[src/rtl/aes_loader_pkg.sv]
// Shared types for the AES block loader: byte/column/state types and the
// big-endian word-to-column split.
package aes_loader_pkg;

  localparam int NB = 4;

  typedef logic [7:0] byte_t;
  typedef byte_t [0:3] col_t;
  typedef col_t [0:NB-1] state_t;

  // Row r of a column is taken from in_word[31-8r -: 8].
  function automatic col_t word_to_col(input logic [31:0] w);
    col_t c;
    for (int r = 0; r < 4; r++) begin
      c[r] = w[31-8*r -: 8];
    end
    return c;
  endfunction

endpackage

[src/rtl/aes_col_accum.sv]
// Four-column accumulator: column counter, column register, completion strobe.
// Clear resets only the counter; captured columns are left in place.
module aes_col_accum
  import aes_loader_pkg::*;
(
  input  logic        clk,
  input  logic        rst,
  input  logic        clr,
  input  logic        wr,
  input  logic [31:0] word,
  output state_t      cols,
  output logic [1:0]  cnt,
  output logic        done
);

  assign done = wr && !clr && (cnt == 2'd3);

  always_ff @(posedge clk) begin
    if (rst) begin
      cols <= '0;
      cnt  <= 2'd0;
    end else if (clr) begin
      cnt <= 2'd0;
    end else if (wr) begin
      cols[cnt] <= word_to_col(word);
      cnt       <= cnt + 2'd1;
    end
  end

endmodule

[src/rtl/aes_block_loader.sv]
// Assembles key and data words into AES state arrays and presents {data, key}
// blocks to the cipher core. Define AES_LOADER_DBUF_EN for the double-buffered build.
module aes_block_loader
  import aes_loader_pkg::*;
#(
  parameter bit KEY_PERSIST = 1'b1
) (
  input  logic        clk,
  input  logic        rst,
  input  logic        clr,
  input  logic [31:0] in_word,
  input  logic        in_key,
  input  logic        in_valid,
  output logic        in_ready,
  output state_t      out_data,
  output state_t      out_key,
  output logic        out_valid,
  input  logic        out_ready,
  output logic        err_nokey
);

  // Handshakes: a transfer happens on a rising edge where valid && ready are
  // both high; valid never waits on ready, and a presented block is held
  // unchanged until it transfers.

  logic       accept, key_wr, data_wr;
  logic       key_done, data_done, blk_ok;
  logic       key_ok;
  logic [1:0] kcnt, dcnt;
  state_t     key_cols, data_cols, key_active;
  logic       unused_kcnt;

  assign accept  = in_valid && in_ready && !clr;
  assign key_wr  = accept && in_key;
  assign data_wr = accept && !in_key;
  assign blk_ok  = data_done && key_ok;

  assign unused_kcnt = ^kcnt;

  aes_col_accum u_key_accum (
    .clk  (clk),
    .rst  (rst),
    .clr  (clr),
    .wr   (key_wr),
    .word (in_word),
    .cols (key_cols),
    .cnt  (kcnt),
    .done (key_done)
  );

  aes_col_accum u_data_accum (
    .clk  (clk),
    .rst  (rst),
    .clr  (clr),
    .wr   (data_wr),
    .word (in_word),
    .cols (data_cols),
    .cnt  (dcnt),
    .done (data_done)
  );

  // The completed key is frozen here so a partial reload cannot leak into a block.
  always_ff @(posedge clk) begin
    if (rst) begin
      key_ok     <= 1'b0;
      key_active <= '0;
    end else if (clr) begin
      key_ok <= 1'b0;
    end else if (key_done) begin
      key_ok              <= 1'b1;
      key_active          <= key_cols;
      key_active[NB-1]    <= word_to_col(in_word);
    end else if (blk_ok && !KEY_PERSIST) begin
      key_ok <= 1'b0;
    end
  end

  always_ff @(posedge clk) begin
    if (rst) begin
      out_valid <= 1'b0;
      err_nokey <= 1'b0;
      out_key   <= '0;
    end else begin
      err_nokey <= data_done && !key_ok;
      if (blk_ok) begin
        out_valid <= 1'b1;
        out_key   <= key_active;
      end else if (out_ready) begin
        out_valid <= 1'b0;
      end
    end
  end

`ifdef AES_LOADER_DBUF_EN
  state_t out_data_q;

  always_ff @(posedge clk) begin
    if (rst) begin
      out_data_q <= '0;
    end else if (blk_ok) begin
      out_data_q       <= data_cols;
      out_data_q[NB-1] <= word_to_col(in_word);
    end
  end

  assign out_data = out_data_q;
  // Only the word that would complete a block must wait for the output slot.
  assign in_ready = !rst && !(dcnt == 2'd3 && out_valid && !out_ready);
`else
  logic unused_dcnt;

  assign unused_dcnt = ^dcnt;
  assign out_data    = data_cols;
  assign in_ready    = !rst && !out_valid;
`endif

endmodule

[config.mk]
export PLATFORM = sky130hd
export DESIGN_NAME = aes_block_loader
export DESIGN_NICKNAME = d
export VERILOG_FILES = /design/src/rtl/aes_loader_pkg.sv /design/src/rtl/aes_col_accum.sv /design/src/rtl/aes_block_loader.sv
export SDC_FILE = /design/constraint.sdc
export NUM_CORES = 1
export LEC_CHECK = 0
export CORE_AREA = 2 2 176 178
export CTS_BUF_LIST = sky130_fd_sc_hd__clkbuf_8
export CTS_CLUSTER_DIAMETER = 150
export DETAILED_ROUTE_END_ITERATION = 12
export DIE_AREA = 0 0 178 180
export PLACE_DENSITY = 0.87
export RECOVER_POWER = 100
export SETUP_SLACK_MARGIN = 0.15
export SLEW_MARGIN = 15
export SYNTH_ARGS = -nofsm -noshare
export SYNTH_HDL_FRONTEND = slang
export SYNTH_SLANG_ARGS = --single-unit
[constraint.sdc]
create_clock -name clk -period 5.2 [get_ports clk]
set_clock_uncertainty 0.2 [all_clocks]
set_input_delay 0.52 -clock clk [delete_from_list [all_inputs] [get_ports clk]]
set_output_delay 0.52 -clock clk [all_outputs]
set_load 0.05 [all_outputs]
==> impl_metrics.toml <==
[power_and_ir_drop]
peakVddDrop_mv = 0.3563
power_mw = 7.146
power.density_nw_per_um2 = 324.3
seq_power_share_pct = 52.6
switching_share_pct = 23.58
comb_power_share_pct = 4.1
clkPwrFrac_pct = 43.2
p_switching_mw = 1.685
power.internal_mw = 5.461
leakagePower_nw = 10.44

[sta]
rsz0062_at_grt = "no"
max_freq_ghz = 0.2460
whs_ns = 0.2532
slew_headroom_pct = -67.90
slew_viol_final = 149
finalWorstSetupSlack_ns = 1.135
min_period_ns = 4.065
finalSetupViolCount = 0
finalHoldViolations = 0
worst_slew_pin_slew_ns = 2.518
post-route-period-util_pct = 78.18
setup_tns_ns = 0

[layout]
final_cells = 2404
multi_input_area_um2 = 7081
register_area_um2 = 9749
fin_nets = 2002
drive_gt1_share_pct = 8.516
fill_cells = 2102
diodes = 0
fin_area_um2 = 22030
final_core_util_pct = 72.99
syn_to_final_growth_pct = 25.30

[routing]
drc = 0
vias = 13864
via_per_inst = 5.767
avgRoutedWirePerCell_um = 20.87
drtIter0Drc = 1022
ant_nets = 0
wl_um = 50180
firstDrtPassIters = 7

[hold_path]
min_delay_worst_endpoint = "out_key[72]$_SDFFE_PP0P_"
worstHoldStart = "out_key[72]$_SDFFE_PP0P_"
min_path_cells = 2
min_path_type = "flip-flop to flip-flop"

[floorplanning]
start_util_pct = 58.25
coreArea_um2 = 30190
die_y_um = 180
io_pins = 297
dieArea_um2 = 32040
num_rows = 64
die_w_um = 178

[synthesis]
yosysWarnings = 0
synthArstFlopShare_pct = 0
synth_edf_count = 0
synth_area_leaders = "dfxtp_1 55%, mux2i_1 19%, nand2_1 7.0%"
yosysTopAreaCell = "dfxtp_1"
ys.flop_type = "dfxtp_1"
yosysSeqAreaShare_pct = 55.44
synth.most_common_cell = "dfxtp_1"
yosysTopAreaCellShare_pct = 55.44
ys_top_cells_by_count = "487 x dfxtp_1, 338 x mux2i_1, 326 x nand2_1, 90 x clkbuf_1, 69 x nor3_1"
synth_area_um2 = 17590
ys_seq_elements = 487
synthCells = 1713
synth_nets = 1759
synth_cell_types = 33
avgSynthCellArea_um2 = 10.27

[setup_path]
critical_path_class = "primary input to flip-flop"
cp-start-kind = "primary input"
r2r_cells = 4
arrival_ns = 4.35
r2r_start = "out_valid$_SDFFE_PP0P_"
crit_fanout = 40
rr_endpoint = "out_key[54]$_SDFFE_PP0P_"
cp-end-kind = "flip-flop"
reg2reg_slack_ns = 1.41
cp.required_ns = 5.48

[clock_network]
cts_buffer_depth = 3
clk_pin_slew_ns = 0.06
cts_tree = "done"
cts_resized = 0
htreeDepth = 3
post_cts_buffers = 0
cts_sinks = 487
clock_latency_ns = 0.60
clockRootBuffer = "clkbuf_8"
cts_buffers = 74
ctsHoldBuffers = 0

[global_routing]
grt_pass1_wl_um = 76950
track_usage_pct = 31.04
grt_max_degree = 196
overflow = 0
antenna_found_initial = 0
grt_pass1_vias = 13650

[outcome]
violations = "capacitance limit, slew limit"
status = "complete, but fails checks"

[placement]
dpl_cell_area_um2 = 20640
gp_congestion = 0.8448
hpwl_um = 31660
pre_cts_ws_ns = 1.351
buffer_ports.inserted = 296
dp.cells = 2276

[flow_run]
maxCapViolCount = 4
==> layout by cell type (no fill, tap or decap), types with 2 or more instances in the layout <==
cell	count
a21oi_1	33
a31o_1	32
a31o_2	47
and3_1	2
buf_12	2
buf_4	10
clkbuf_1	3
clkbuf_2	2
clkbuf_8	92
clkdlybuf4s50_1	35
clkinv_2	5
clkinvlp_4	3
dfxtp_1	487
dlygate4sd3_1	260
ha_1	8
inv_1	64
inv_8	2
mux2i_1	338
nand2_1	326
nand2b_1	21
nand3_1	35
nand3_2	2
nor3_1	69
nor4_1	15
o21ai_0	61
o311ai_0	32
o31ai_1	4
xnor2_1	2
==> how the worst max path moves through the flow <==
| stage | from | endpoint | slack, ns | cells past startpoint |
|---|---|---|---|---|
| 2_1_floorplan | rst | in_ready | 2.75 | 4 |
| 3_3_place_gp | in_key | u_data_accum.cols[114]$_SDFFE_PP0P_ | 1.51 | 4 |
| 3_5_place_dp | in_key | u_data_accum.cols[105]$_SDFFE_PP0P_ | 1.35 | 4 |
| 4_1_cts | in_key | u_data_accum.cols[105]$_SDFFE_PP0P_ | 1.95 | 4 |
| 5_1_grt | clr | out_key[54]$_SDFFE_PP0P_ | 0.95 | 6 |
| 6_report | clr | out_key[54]$_SDFFE_PP0P_ | 1.13 | 6 |
==> per-layer routing <==
metal  track usage, %  part of all wire [%]  up-vias
met4            15.87                   4.9        0
met5                0                     0        -
met3            9.412                   8.9      136
met2            49.15                    46      603
met1            38.11                    40     6709
li1                 -                     -     6416
==> layout make-up <==
type | instances | area share [%]
clock buffers | 92 | 5.746
clock inverters | 36 | 0.8688
inverters | 40 | 0.7155
multi-input cells | 1040 | 32.13
flip-flops and latches | 487 | 44.25
well taps | 396 | 2.249
repair buffers | 313 | 14.04
==> state kept, by name, indices dropped and copies added (netlist names) <==
register,flops
key_active,128
out_key,128
u_data_accum.cols,128
u_key_accum.cols,96
u_data_accum.cnt,2
u_key_accum.cnt,2
err_nokey,1
key_ok,1
out_valid,1
==> logic make-up (layout without fill, tap and decap cells) <==
family	Yosys count	count (layout)	synth area share, %
AO/OA/AOI/OAI	211	211	8.474
XOR/XNOR	2	2	0.09963
adder cells (fa/ha/maj)	8	8	0.5692
buffers and inverters	186	481	4.347
flip-flops	487	487	55.44
multiplexers	338	338	19.24
AND/OR/NAND/NOR	481	481	11.83
==> power by group through the flow <==
| stage | combinational [mW] | clock (mW) | sequential (mW) |
|---|---|---|---|
| after CTS | 0.295 | 3.12 | 3.76 |
| after detailed placement | 0.294 | 0 | 3.84 |
| after global routing | 0.303 | 3.30 | 3.76 |
| after global placement | 0.290 | 0 | 3.84 |
| after floorplan | 0.126 | 0 | 3.87 |
| final | 0.296 | 3.09 | 3.76 |
==> critical path, cell delays in order <==
cell           delay, ns
dlygate4sd3_1       0.54
buf_4               0.25
nor4b_1             0.44
nand3_1             1.10
clkbuf_2            1.00
mux2i_1             0.42
Note: power is estimated with default switching activity, not from simulation.
